**src/rtl/adc4_base_trig.sv**
```systemverilog
// Four-channel baseline restorer with per-channel self-trigger and holdoff.
// Each channel block-averages its pedestal and outputs signed, baseline-subtracted samples.
module adc4_base_trig_ch #(
  parameter int unsigned NAVG_LOG2 = 4,
  parameter int unsigned HOLDOFF   = 64
) (
  input  logic        CLK,
  input  logic        RST,
  input  logic [11:0] din,
  input  logic        enable,
  input  logic [11:0] thr,
  output logic [12:0] dout,
  output logic        trig,
  output logic        bvalid
);
  localparam int unsigned AW = 12 + NAVG_LOG2;
  localparam logic [NAVG_LOG2-1:0] N_ONE = NAVG_LOG2'(1);

  logic [11:0]          s;
  logic                 s_vld;
  logic [11:0]          b;
  logic [AW-1:0]        acc;
  logic [NAVG_LOG2-1:0] n;
  logic [7:0]           h;

  logic signed [12:0]   d;
  logic [AW-1:0]        acc_sum;
  logic                 fire;
  logic                 wrap;

  always_comb begin
    d       = $signed({1'b0, s}) - $signed({1'b0, b});
    acc_sum = acc + AW'(s);
    wrap    = &n;
    fire    = enable & bvalid & (h == 8'd0) & (d > $signed({1'b0, thr}));
  end

  // s_vld keeps the zero left in S by reset out of the first block after RST.
  always_ff @(posedge CLK) begin
    if (RST) begin
      s      <= '0;
      s_vld  <= 1'b0;
      b      <= '0;
      acc    <= '0;
      n      <= '0;
      h      <= '0;
      dout   <= '0;
      trig   <= 1'b0;
      bvalid <= 1'b0;
    end else begin
      s     <= din;
      s_vld <= 1'b1;
      dout  <= d;
      trig  <= fire;
      if (fire) begin
        // trigger wins over a coinciding block completion; the block is dropped
        h   <= 8'(HOLDOFF);
        acc <= '0;
        n   <= '0;
      end else if (h != 8'd0) begin
        h   <= h - 8'd1;
        acc <= '0;
        n   <= '0;
      end else if (s_vld) begin
        if (wrap) begin
          b      <= acc_sum[AW-1:NAVG_LOG2];
          acc    <= '0;
          n      <= '0;
          bvalid <= 1'b1;
        end else begin
          acc <= acc_sum;
          n   <= n + N_ONE;
        end
      end
    end
  end
endmodule

module adc4_base_trig #(
  parameter int unsigned NAVG_LOG2 = 4,
  parameter int unsigned HOLDOFF   = 64
) (
  input  logic        CLK,
  input  logic        RST,
  input  logic [47:0] DIN,
  input  logic        ENABLE,
  input  logic [11:0] THR,
  output logic [51:0] DOUT,
  output logic [3:0]  TRIG,
  output logic        TRIGANY,
  output logic [3:0]  BVALID
);
  localparam int NUM_LANES = 4;

  logic [NUM_LANES-1:0][11:0] din_l;
  logic [NUM_LANES-1:0][12:0] dout_l;

  assign din_l   = DIN;
  assign DOUT    = dout_l;
  assign TRIGANY = |TRIG;

  for (genvar k = 0; k < NUM_LANES; k++) begin : g_ch
    adc4_base_trig_ch #(
      .NAVG_LOG2 (NAVG_LOG2),
      .HOLDOFF   (HOLDOFF)
    ) u_ch (
      .CLK    (CLK),
      .RST    (RST),
      .din    (din_l[k]),
      .enable (ENABLE),
      .thr    (THR),
      .dout   (dout_l[k]),
      .trig   (TRIG[k]),
      .bvalid (BVALID[k])
    );
  end
endmodule

```
**config.mk**
```make
export PLATFORM = sky130hd
export DESIGN_NAME = adc4_base_trig
export DESIGN_NICKNAME = d
export VERILOG_FILES = /design/src/rtl/adc4_base_trig.sv
export SDC_FILE = /design/constraint.sdc
export NUM_CORES = 1
export LEC_CHECK = 0
export ABC_AREA = 1
export CAP_MARGIN = 20
export CORE_MARGIN = 2
export CORE_UTILIZATION = 55
export DETAILED_ROUTE_END_ITERATION = 10
export PLACE_DENSITY_LB_ADDON = 0.2
export SLEW_MARGIN = 10
export SYNTH_ARGS = -nofsm -noshare
export SYNTH_HDL_FRONTEND = slang
export SYNTH_SLANG_ARGS = --single-unit
```
**constraint.sdc**
```tcl
create_clock -name CLK -period 7.75 [get_ports CLK]
set_input_delay 0.775 -clock CLK [delete_from_list [all_inputs] [get_ports CLK]]
set_output_delay 0.775 -clock CLK [all_outputs]
set_load 0.01 [all_outputs]
```
==> results.toml <==
[run_status]
outcome = "finished clean"

[final_layout]
fin_area_sq_um = 18500
final_core_util_pct = 64.6
multi_input_area_sq_um = 8890
layout.cells.non_filler = 2802
seqCellArea_sq_um = 5390
area_growth_pct = 15.6
n_fill_cell = 2585
diodes = 0
finalNetCount = 2620
drive_gt1_share_pct = 4.34

[pwr]
powerDensity_nw_per_um2 = 226
total_leakage_power_nw = 8.68
clockPowerShare_pct = 36.2
swShare_pct = 32.0
switching_power_mw = 1.34
peakVddDrop_uv = 145
p_comb_share_pct = 25.7
intPower_mw = 2.85
p_seq_share_pct = 38.1

[floorplan]
die_w_um = 175
core_sq_um = 28700
die_h_um = 175
rows = 62
start_util_pct = 55.9
io_pins = 124
dieArea_sq_um = 30500

[sta]
drv_slew = 0
fmax_mhz = 224
period_needed_ns = 4.47
relSlewSlack_pct = 31.1
grt_setup_unrepaired = "false"
setup-violations-final = 0
min_period_over_period_pct = 57.7
worst_pin_slew_ns = 1.03
final-hold-violation-count = 0
fin_worst_skew_ns = 0.0126
setup-tns-final_ns = 0

[yosys]
synth-seq-cells = 269
synth_nets = 2521
yosys_warnings = 0
synthFlopType = "dfxtp_1"
ys_seq_area_share_pct = 33.6
postSynthCellCount = 2298
ys_types = 51
synth_edf_count = 0
ys_async_sr_fraction_pct = 0
synth_area_sq_um = 16000
synth_area_per_cell_sq_um = 6.98

[global_routing]
antenna_found_initial = 0
use_met2_pct = 44.4
grt_max_degree = 97
grtUsageTotal_pct = 26.1
use_met1_pct = 34.0
grt.busiest_layer = "met2"
grt_pass1_vias = 13848
grtUsageMet3_pct = 3.70
grt_overflow = 0
grt_pass1_wl_um = 65800

[hold_path]
hp-start = "g_ch[1].u_ch.h[0]$_SDFFE_PP0P_"
min_path_type = "reg2reg"

[place]
hpwl_um = 29800
placed_cells = 2748
dpl_cell_area_sq_um = 17500
gp_congestion = 0.917
port_buffers = 123

[routing]
vias = 14642
drt_wl_total_um = 40100
drc_errors = 0
viasPerCell = 5.23
routedWlPerCell_um = 14.3
first_iter_violations = 1004
ant_nets = 0
drt_first_pass_iters = 5

[worst_setup_path]
crit_arrival_ns = 4.88
critPathLaunchType = "flip-flop"
crit_path_frequent_cell = "nand2_1"
r2r_setup_slack_ns = 3.28
endpoint = "g_ch[3].u_ch.acc[14]$_SDFFE_PP0P_"
cp_max_fo = 23
startpoint = "g_ch[3].u_ch.s[0]$_SDFF_PP0_"
cp.required_ns = 8.16
rr_worst_depth = 22
r2r_start = "g_ch[3].u_ch.s[0]$_SDFF_PP0_"
slowest_delay_ns = 0.61
criticalPathCategory = "reg2reg"
cp_slowest_cell = "nand2_1"
r2r-end = "g_ch[3].u_ch.acc[14]$_SDFFE_PP0P_"
path_cells = "inv_1 -> ha_1 -> inv_1 -> fa_1 -> nand3_1 -> nand2_1 -> a21oi_1 -> xnor2_1 -> ha_1 -> nand2_1 -> nor2_1 -> nand2_1 -> nand2_1 -> nand2_1 -> nand2_1 -> nand2_1 -> nand2_1 -> nand2_1 -> nand2_1 -> inv_2 -> nand2_1 -> nor2_1"
end_kind = "flip-flop"

[flow_run]
drv_cap = 0

[cts]
cts_htree_levels = 1
cts_setup_buffers = 0
clock_latency_ns = 0.56
cts_tree = "built"
cts.repair.resized = 0
clockRootBuffer = "clkbuf_16"
clkTransAtPathRegs_ns = 0.06
clock_path_buffers = 3
hold_buffers = 0
cts_buffers = 30
cts.sinks = 269
==> power by group through the flow <==
stage               clock, mW  sequential [mW]  combinational, mW
floorplan                   0             1.61              0.791
global placement            0             1.62               1.03
detailed placement          0             1.63               1.06
CTS                      1.54             1.60               1.07
global route             1.60             1.61               1.22
finish                   1.52             1.60               1.08
==> placed cells by master (no fill, tap or decap), types with 5 or more instances in the layout <==
| cell | n |
|---|---|
| a21o_1 | 6 |
| inv_2 | 6 |
| clkinv_2 | 5 |
| inv_1 | 382 |
| fa_1 | 8 |
| nor2_2 | 13 |
| and2_1 | 8 |
| xnor2_1 | 49 |
| xor2_1 | 40 |
| nor3_1 | 31 |
| nor3_2 | 7 |
| clkbuf_16 | 31 |
| nor4_1 | 7 |
| bufinv_16 | 5 |
| o21a_1 | 9 |
| ha_1 | 152 |
| nand2_1 | 426 |
| o22ai_1 | 5 |
| dfxtp_1 | 269 |
| buf_4 | 7 |
| nand3_1 | 122 |
| o21bai_1 | 8 |
| nand4_1 | 18 |
| a31oi_1 | 8 |
| o21ai_0 | 110 |
| or2_2 | 7 |
| nand3b_1 | 5 |
| clkdlybuf4s50_1 | 122 |
| a21oi_1 | 157 |
| nor2_1 | 339 |
==> cells in the mapped netlist (9+ instances only) <==
library cell    n  share of area, %
o21ai_0       110               3.4
buf_2          14              0.44
xnor2_1        49               2.7
nand2_1       426                10
nor2_2         13              0.51
xor2_1         40               2.2
ha_1          152                12
nor2_1        339               7.9
nand3_1       122               3.8
clkbuf_1       28              0.66
o21a_1          9              0.42
nand4_1        18              0.70
nor3_1         33               1.0
buf_4          11              0.51
a21oi_1       157               4.9
dfxtp_1       269                34
inv_1         383               9.0
==> logic make-up (layout without fill, tap and decap cells) <==
| kind of cell | after synthesis | after routing | synth area share (%) |
|---|---|---|---|
| xor+xnor | 89 | 89 | 4.86 |
| simple gates | 1000 | 1000 | 26.3 |
| fa+ha+maj | 160 | 160 | 12.9 |
| buf+inv | 451 | 571 | 11.1 |
| mux | 5 | 5 | 0.320 |
| compound gates | 324 | 324 | 11.0 |
| flops | 269 | 269 | 33.6 |
==> worst min-delay path by stage <==
stage / to / slack (ns) / depth (start not counted)
floorplan: g_ch[3].u_ch.h[0]$_SDFFE_PP0P_ / 0.44 / 2
global placement: g_ch[3].u_ch.h[0]$_SDFFE_PP0P_ / 0.45 / 2
detailed placement: g_ch[1].u_ch.h[0]$_SDFFE_PP0P_ / 0.45 / 2
CTS: g_ch[1].u_ch.h[0]$_SDFFE_PP0P_ / 0.46 / 2
global route: g_ch[1].u_ch.h[0]$_SDFFE_PP0P_ / 0.48 / 2
finish: g_ch[1].u_ch.h[0]$_SDFFE_PP0P_ / 0.46 / 2
==> cell type report <==
type                    instances  area share [%]
clock buffers                  39            4.56
clock inverters                14            1.11
inverters                     388            7.85
multi-input cells            1578            47.9
flip-flops and latches        269            29.0
well taps                     384            2.59
repair buffers                130            6.93
==> per-stage QoR <==
step	hold WS, ns	setup slack, ns	power [mW]
2_1_floorplan	0.439	4.48	2.41
3_3_place_gp	0.449	3.45	2.65
3_5_place_dp	0.453	3.29	2.69
4_1_cts	0.463	3.26	4.21
6_report	0.464	3.28	4.19
5_1_grt	0.480	2.65	4.43
==> per-layer routing <==
| metal | up-vias | wire, um |
|---|---|---|
| li1 | 7481 | - |
| met1 | 6690 | 18100 |
| met2 | 385 | 18400 |
| met3 | 86 | 2410 |
| met4 | 0 | 1230 |
| met5 | - | 0 |
==> flip-flops by register name, indices dropped and copies added (netlist names) <==
| name | flops |
|---|---|
| g_ch.u_ch.acc | 64 |
| g_ch.u_ch.b | 48 |
| g_ch.u_ch.bvalid | 4 |
| g_ch.u_ch.dout | 52 |
| g_ch.u_ch.h | 32 |
| g_ch.u_ch.n | 16 |
| g_ch.u_ch.s | 48 |
| g_ch.u_ch.s_vld | 1 |
| g_ch.u_ch.trig | 4 |
==> critical path, delay by kind of cell (launching register included) <==
family	cells	cell delay, ns
xor+xnor	1	0.16
flops	1	0.31
compound gates	1	0.24
simple gates	14	2.46
buf+inv	3	0.19
fa+ha+maj	3	0.96
Note: power is estimated with default switching activity, not from simulation.
==> patch 1 (same flow settings) <==
`dout` no longer has a reset.
--- a/src/rtl/adc4_base_trig.sv
+++ b/src/rtl/adc4_base_trig.sv
@@ -44,13 +44,11 @@
       acc    <= '0;
       n      <= '0;
       h      <= '0;
-      dout   <= '0;
       trig   <= 1'b0;
       bvalid <= 1'b0;
     end else begin
       s     <= din;
       s_vld <= 1'b1;
-      dout  <= d;
       trig  <= fire;
       if (fire) begin
         // trigger wins over a coinciding block completion; the block is dropped
@@ -73,6 +71,10 @@
         end
       end
     end
+  end
+
+  always_ff @(posedge CLK) begin
+    dout <= d;
   end
 endmodule
 
Behaviour: differs if RST is asserted again (counterexample within 4 cycles, from zero or initial values and one cycle with RST high); with RST held inactive, the same outputs for 10 cycles.
==> patch 1 against the unedited design <==
Wire length decreased by 4.4%; clock skew is 0.0016 ns lower; worst setup slack worse by 0.0045 ns; area after synthesis fell by 3.2%; total power fell by 1.8%; sequential cell count unchanged; final area fell by 2.9%; hold slack improved by 0.00071 ns; synthesized cell count is 5.7% lower.
==> patch 1: results (changes against the unedited design) <==
route:
  drc: 0  # unchanged
  first_iter_violations: 847  # was 1,004
  dr_total_vias: 13800  # was 14.6k
  wl_per_cell_um: 14.3  # about the same
  firstDrtPassIters: 5  # unchanged
worst_setup_path:
  timing.rr.end: "g_ch[0].u_ch.acc[13]$_SDFFE_PP0P_"  # was g_ch[3].u_ch.acc[14]$_SDFFE_PP0P_
  r2r-start: "g_ch[0].u_ch.s[0]$_SDFF_PP0_"  # was g_ch[3].u_ch.s[0]$_SDFF_PP0_
  r2r_cells: 23  # was 22
  r2r_slack_ns: 3.28  # about the same
  worstSetupStartpointType: "flop"  # unchanged
  critPathMaxFanout: 25  # was 23
logic_synthesis:
  ys_seq_area_share_pct: 34.7  # was 33.6%
  synth_common_cells: "403 x nand2_1, 341 x inv_1, 286 x nor2_1"  # was 426 x nand2_1, 383 x inv_1, 339 x nor2_1
  synth_nets: 2389  # was 2,521
  ys_types: 51  # unchanged
  synth.area.top_cells: "dfxtp_1 35%, ha_1 12%, nand2_1 9.7%"  # was dfxtp_1 34%, ha_1 12%, nand2_1 10%
  yosysWarnings: 0  # unchanged
  ys_async_sr_fraction_pct: 0  # unchanged
clock_network:
  insertion_delay_ns: 0.56  # about the same
  cts_resized: 0  # unchanged
  postCtsSetupRepairBufs: 0  # unchanged
  clockRootBuffer: "clkbuf_16"  # unchanged
  ctsHtreeMaxLevel: 1  # unchanged
  cts_buffers: 30  # unchanged
  clockBufferDepth: 3  # unchanged
global_routing:
  grt_pass1_vias: 13000  # was 13.8k
  grt_max_degree: 62  # was 97
  antenna_found_initial: 0  # unchanged
  grtUsageTotal_pct: 26.0  # was 26.1%
  grt_pass1_wl_mm: 62.1  # was 65.8 mm
run_status:
  status: "finished, final reports clean"  # unchanged
timing:
  fin_skew_ns: 0.0110  # was 0.0126 ns
  tightest_slew_ns: 0.800  # was 1.03 ns
  drv_slew: 0  # unchanged
  fin_setup_tns_ns: 0  # unchanged
power:
  p_leak_nw: 8.31  # was 8.68 nW
  vdd_drop_max_v: 0.000205  # was 0.000145 V
final_layout:
  final_common_cell: "nand2_1"  # unchanged
  top_regs: "g_ch.u_ch.acc (64), g_ch.u_ch.dout (52)"  # unchanged
  final_layout_size_suffix_gt1_share_pct: 4.44  # was 4.34%
  final_nets: 2496  # was 2,620
worst_hold_path:
  hold_end: "g_ch[3].u_ch.h[0]$_SDFFE_PP0P_"  # was g_ch[1].u_ch.h[0]$_SDFFE_PP0P_
  min_path_type: "flop to flop"  # unchanged
  min_from: "g_ch[3].u_ch.h[0]$_SDFFE_PP0P_"  # was g_ch[1].u_ch.h[0]$_SDFFE_PP0P_
placed_design:
  hpwl_mm: 28.9  # was 29.8 mm
  port_buffers: 123  # unchanged
  gp_congestion: 0.927  # was 0.917
## patch 1: worst max-delay path by stage
stage | end | slack, ns | cells past startpoint
floorplan | g_ch[3].u_ch.acc[2]$_SDFFE_PP0P_ | 4.53 | 21
global placement | g_ch[0].u_ch.acc[13]$_SDFFE_PP0P_ | 3.40 | 22
detailed placement | g_ch[0].u_ch.acc[2]$_SDFFE_PP0P_ | 3.30 | 22
CTS | g_ch[0].u_ch.n[0]$_SDFFE_PP0P_ | 3.29 | 22
global route | g_ch[0].u_ch.n[0]$_SDFFE_PP0P_ | 2.71 | 22
finish | g_ch[0].u_ch.acc[13]$_SDFFE_PP0P_ | 3.28 | 23
## patch 1: kinds of logic after synthesis
group	Yosys count	synth area share (%)
xor gates and xnor gates	92	5.19
DFF	269	34.7
AOI/OAI and AO/OA	330	11.5
buffers and inverters	402	10.3
adders and majority gates	160	13.3
muxes	2	0.129
and+or+nand+nor	911	24.9
## patch 1: routing by layer
metal  up-vias  track usage (%)  wire length, um
met2       304             45.2            17800
met5         -                0                0
met4         0             8.88             1340
met3        81             3.27             1670
li1       7123                -                -
met1      6330             33.2            17600
## patch 1: stage by stage
step	setup WS, ns	hold slack [ns]	std cells	total power, W	instance area (sq um)
6_report	3.28	0.465	2673	0.00412	18000
3_3_place_gp	3.40	0.446	2619	0.00262	17000
3_5_place_dp	3.30	0.455	2619	0.00265	17000
4_1_cts	3.29	0.464	2673	0.00414	18000
2_1_floorplan	4.53	0.436	2166	0.00236	15500
5_1_grt	2.71	0.477	2673	0.00433	18000
## patch 1: final cells by class
type	instances	area, sq um
fillers	2507	9770
multi-input cells	1495	8550
flip-flops and latches	269	5390
inverters	346	1300
repair buffers	131	1290
clock buffers	41	843
well taps	378	473
clock inverters	13	180
## patch 1: worst max-delay path, stage by stage, from the launching register on
cell,delay [ns]
dfxtp_1,0.32
inv_1,0.05
ha_1,0.12
inv_1,0.06
fa_1,0.40
nand3_1,0.09
nand2_1,0.11
a31oi_1,0.23
o21ai_0,0.17
xor2_1,0.19
ha_1,0.31
nand2_1,0.10
nor3_1,0.26
nand2_1,0.10
nand2_1,0.07
nand2_1,0.05
nand2_1,0.05
nand2_1,0.05
nand2_1,0.07
nand2_1,0.47
nand2_1,0.33
inv_1,0.08
nand2_1,0.56
nor2_1,0.10
## patch 1: power by group
part | leakage, nW | switching [W] | internal, W
sequential | 2.21 | 0.0000845 | 0.00152
combinational | 5.62 | 0.000631 | 0.000409
clock | 0.493 | 0.000583 | 0.000891
==> patch 2 (same settings) <==
Without the edit above. `NAVG_LOG2` is set to 4 in 2 places; all go to 5.
--- a/src/rtl/adc4_base_trig.sv
+++ b/src/rtl/adc4_base_trig.sv
@@ -1,7 +1,7 @@
 // Four-channel baseline restorer with per-channel self-trigger and holdoff.
 // Each channel block-averages its pedestal and outputs signed, baseline-subtracted samples.
 module adc4_base_trig_ch #(
-  parameter int unsigned NAVG_LOG2 = 4,
+  parameter int unsigned NAVG_LOG2 = 5,
   parameter int unsigned HOLDOFF   = 64
 ) (
   input  logic        CLK,
@@ -77,7 +77,7 @@
 endmodule
 
 module adc4_base_trig #(
-  parameter int unsigned NAVG_LOG2 = 4,
+  parameter int unsigned NAVG_LOG2 = 5,
   parameter int unsigned HOLDOFF   = 64
 ) (
   input  logic        CLK,
Function: same outputs for any inputs over 4 cycles, from zero or initial values and one cycle with RST high; that may be too few to reach the edited logic, so the function may still have changed.
==> patch 2 against the unedited design <==
Final area is 0.51% higher; sequential cell count is 8 higher; clock power is 5% lower; area after synthesis is 0.94% higher; worst setup slack worse by 0.23 ns; wire length is 1.6% lower; sequential share of layout area is 0.71 points higher; total power is 2.1% lower; critical path type unchanged; critical endpoint is now g_ch[0].u_ch.acc[3]$_SDFFE_PP0P_; largest cell class unchanged; highest routed layer unchanged.
==> patch 2: results (changes against the unedited design) <==
power:
  swShare_pct: 31.8  # was 32.0%
  vdd_drop_max_v: 0.000215  # was 0.000145 V
  p_leak_nw: 8.58  # was 8.68 nW
global_routing:
  grtUsageTotal_pct: 25.7  # was 26.1%
  grt.met2_usage_pct: 44.6  # was 44.4%
  grt_max_degree: 62  # was 97
  grt_pass1_wl_mm: 65.4  # was 65.8 mm
  grt.met3_usage_pct: 3.27  # was 3.70%
  grt_pass1_vias: 13900  # was 13.8k
  grt.met1_usage_pct: 33.5  # was 34.0%
logic_synthesis:
  ys_types: 50  # was 51
  synthAdderAreaFrac_pct: 13.0  # was 12.9%
  ys_seq_area_share_pct: 34.3  # was 33.6%
  synth_nets: 2511  # was 2,521
  synth.area.top_cells: "dfxtp_1 34%, ha_1 12%, nand2_1 9.4%"  # was dfxtp_1 34%, ha_1 12%, nand2_1 10%
  synth-compound-area-share_pct: 11.0  # about the same
  muxShareOfSynthArea_pct: 0.247  # was 0.320%
  synth_common_cells: "404 x nand2_1, 381 x inv_1, 362 x nor2_1"  # was 426 x nand2_1, 383 x inv_1, 339 x nor2_1
  synth_xor_xnor_area_share_pct: 5.36  # was 4.86%
worst_setup_path:
  arrival_ns: 5.18  # was 4.88 ns
  critPathMaxFanout: 22  # was 23
  slowest_delay_ns: 0.51  # was 0.61 ns
  critPathLaunch: "g_ch[0].u_ch.s[0]$_SDFF_PP0_"  # was g_ch[3].u_ch.s[0]$_SDFF_PP0_
  r2r-start: "g_ch[0].u_ch.s[0]$_SDFF_PP0_"  # was g_ch[3].u_ch.s[0]$_SDFF_PP0_
clock_network:
  cts_buffers: 31  # was 30
  postCtsSetupRepairBufs: 0  # unchanged
route:
  first_iter_violations: 938  # was 1,004
  wl_per_cell_um: 14.1  # was 14.3 um
  dr_total_vias: 14500  # was 14.6k
  firstDrtPassIters: 5  # unchanged
worst_hold_path:
  min_from: "g_ch[2].u_ch.h[0]$_SDFFE_PP0P_"  # was g_ch[1].u_ch.h[0]$_SDFFE_PP0P_
placed_design:
  hpwl_mm: 29.4  # was 29.8 mm
  gp_congestion: 0.927  # was 0.917
final_layout:
  top_regs: "g_ch.u_ch.acc (68), g_ch.u_ch.dout (52)"  # was g_ch.u_ch.acc (64), g_ch.u_ch.dout (52)
  final_layout_size_suffix_gt1_share_pct: 3.61  # was 4.34%
  final_nets: 2615  # was 2,620
run_status:
  status: "finished, final reports clean"  # unchanged
timing:
  tightest_slew_ns: 1.13  # was 1.03 ns
  fin_skew_ns: 0.0154  # was 0.0126 ns
## patch 2: worst paths after layout
path         slack, ns                          endpoint
max               3.05  g_ch[0].u_ch.acc[3]$_SDFFE_PP0P_
min               0.46    g_ch[2].u_ch.h[0]$_SDFFE_PP0P_
max reg2reg       3.05  g_ch[0].u_ch.acc[3]$_SDFFE_PP0P_
min reg2reg       0.46    g_ch[2].u_ch.h[0]$_SDFFE_PP0P_
## patch 2: layer usage
| metal | up-vias | share of wire, % |
|---|---|---|
| li1 | 7471 | - |
| met1 | 6596 | 46 |
| met2 | 364 | 47 |
| met3 | 71 | 5.1 |
| met4 | 0 | 2.5 |
| met5 | - | 0 |
## patch 2: stage by stage
| step | cells | area, sq um | utilization [%] | total power (W) | worst slack (ns) |
|---|---|---|---|---|---|
| 2_1_floorplan | 2284 | 16200 | - | 0.00241 | 4.30 |
| 3_3_place_gp | 2739 | 17600 | 61.2 | 0.00265 | 3.29 |
| 6_report | 2794 | 18600 | 64.6 | 0.00410 | 3.05 |
| 3_5_place_dp | 2739 | 17600 | 61.2 | 0.00268 | 3.08 |
| 5_1_grt | 2794 | 18600 | 64.6 | 0.00434 | 2.60 |
| 4_1_cts | 2794 | 18600 | 64.6 | 0.00413 | 3.05 |
## patch 2: cell families after synthesis
logic type,after synthesis
simple gates,978
buf+inv,442
compound gates,320
flops,277
fa+ha+maj,164
xor+xnor,99
mux,4
## patch 2: worst register-to-register path, cell delays in order, from the launching register on
cell and delay [ns]:
dfxtp_1 0.31, inv_1 0.05, ha_1 0.13, inv_1 0.06
fa_1 0.42, nand3_1 0.10, nand2_1 0.10, a21oi_1 0.22
o21ai_0 0.16, a31o_2 0.24, xor2_1 0.19, inv_1 0.07
ha_1 0.29, nand2_1 0.08, nor4b_1 0.31, nand4_1 0.11
nand2_1 0.08, nor2_1 0.04, nand2_1 0.51, nand2_1 0.24
inv_1 0.13, nand2_1 0.48, nor2_1 0.28
## patch 2: power groups by stage
stage / clock network [W] / registers (W) / logic [W]
global route: 0.00152 / 0.00165 / 0.00117
CTS: 0.00146 / 0.00163 / 0.00103
finish: 0.00144 / 0.00163 / 0.00103
floorplan: 0 / 0.00165 / 0.000760
detailed placement: 0 / 0.00166 / 0.00102
global placement: 0 / 0.00166 / 0.000997
## patch 2: area by class of cell
cell class / count / area (sq um)
clock buffer: 43 / 871
clock inverter: 12 / 123
inverter: 385 / 1450
multi-input combinational: 1565 / 8910
sequential: 277 / 5550
timing repair buffer: 128 / 1270
fill: 2639 / 10200
tap: 384 / 480
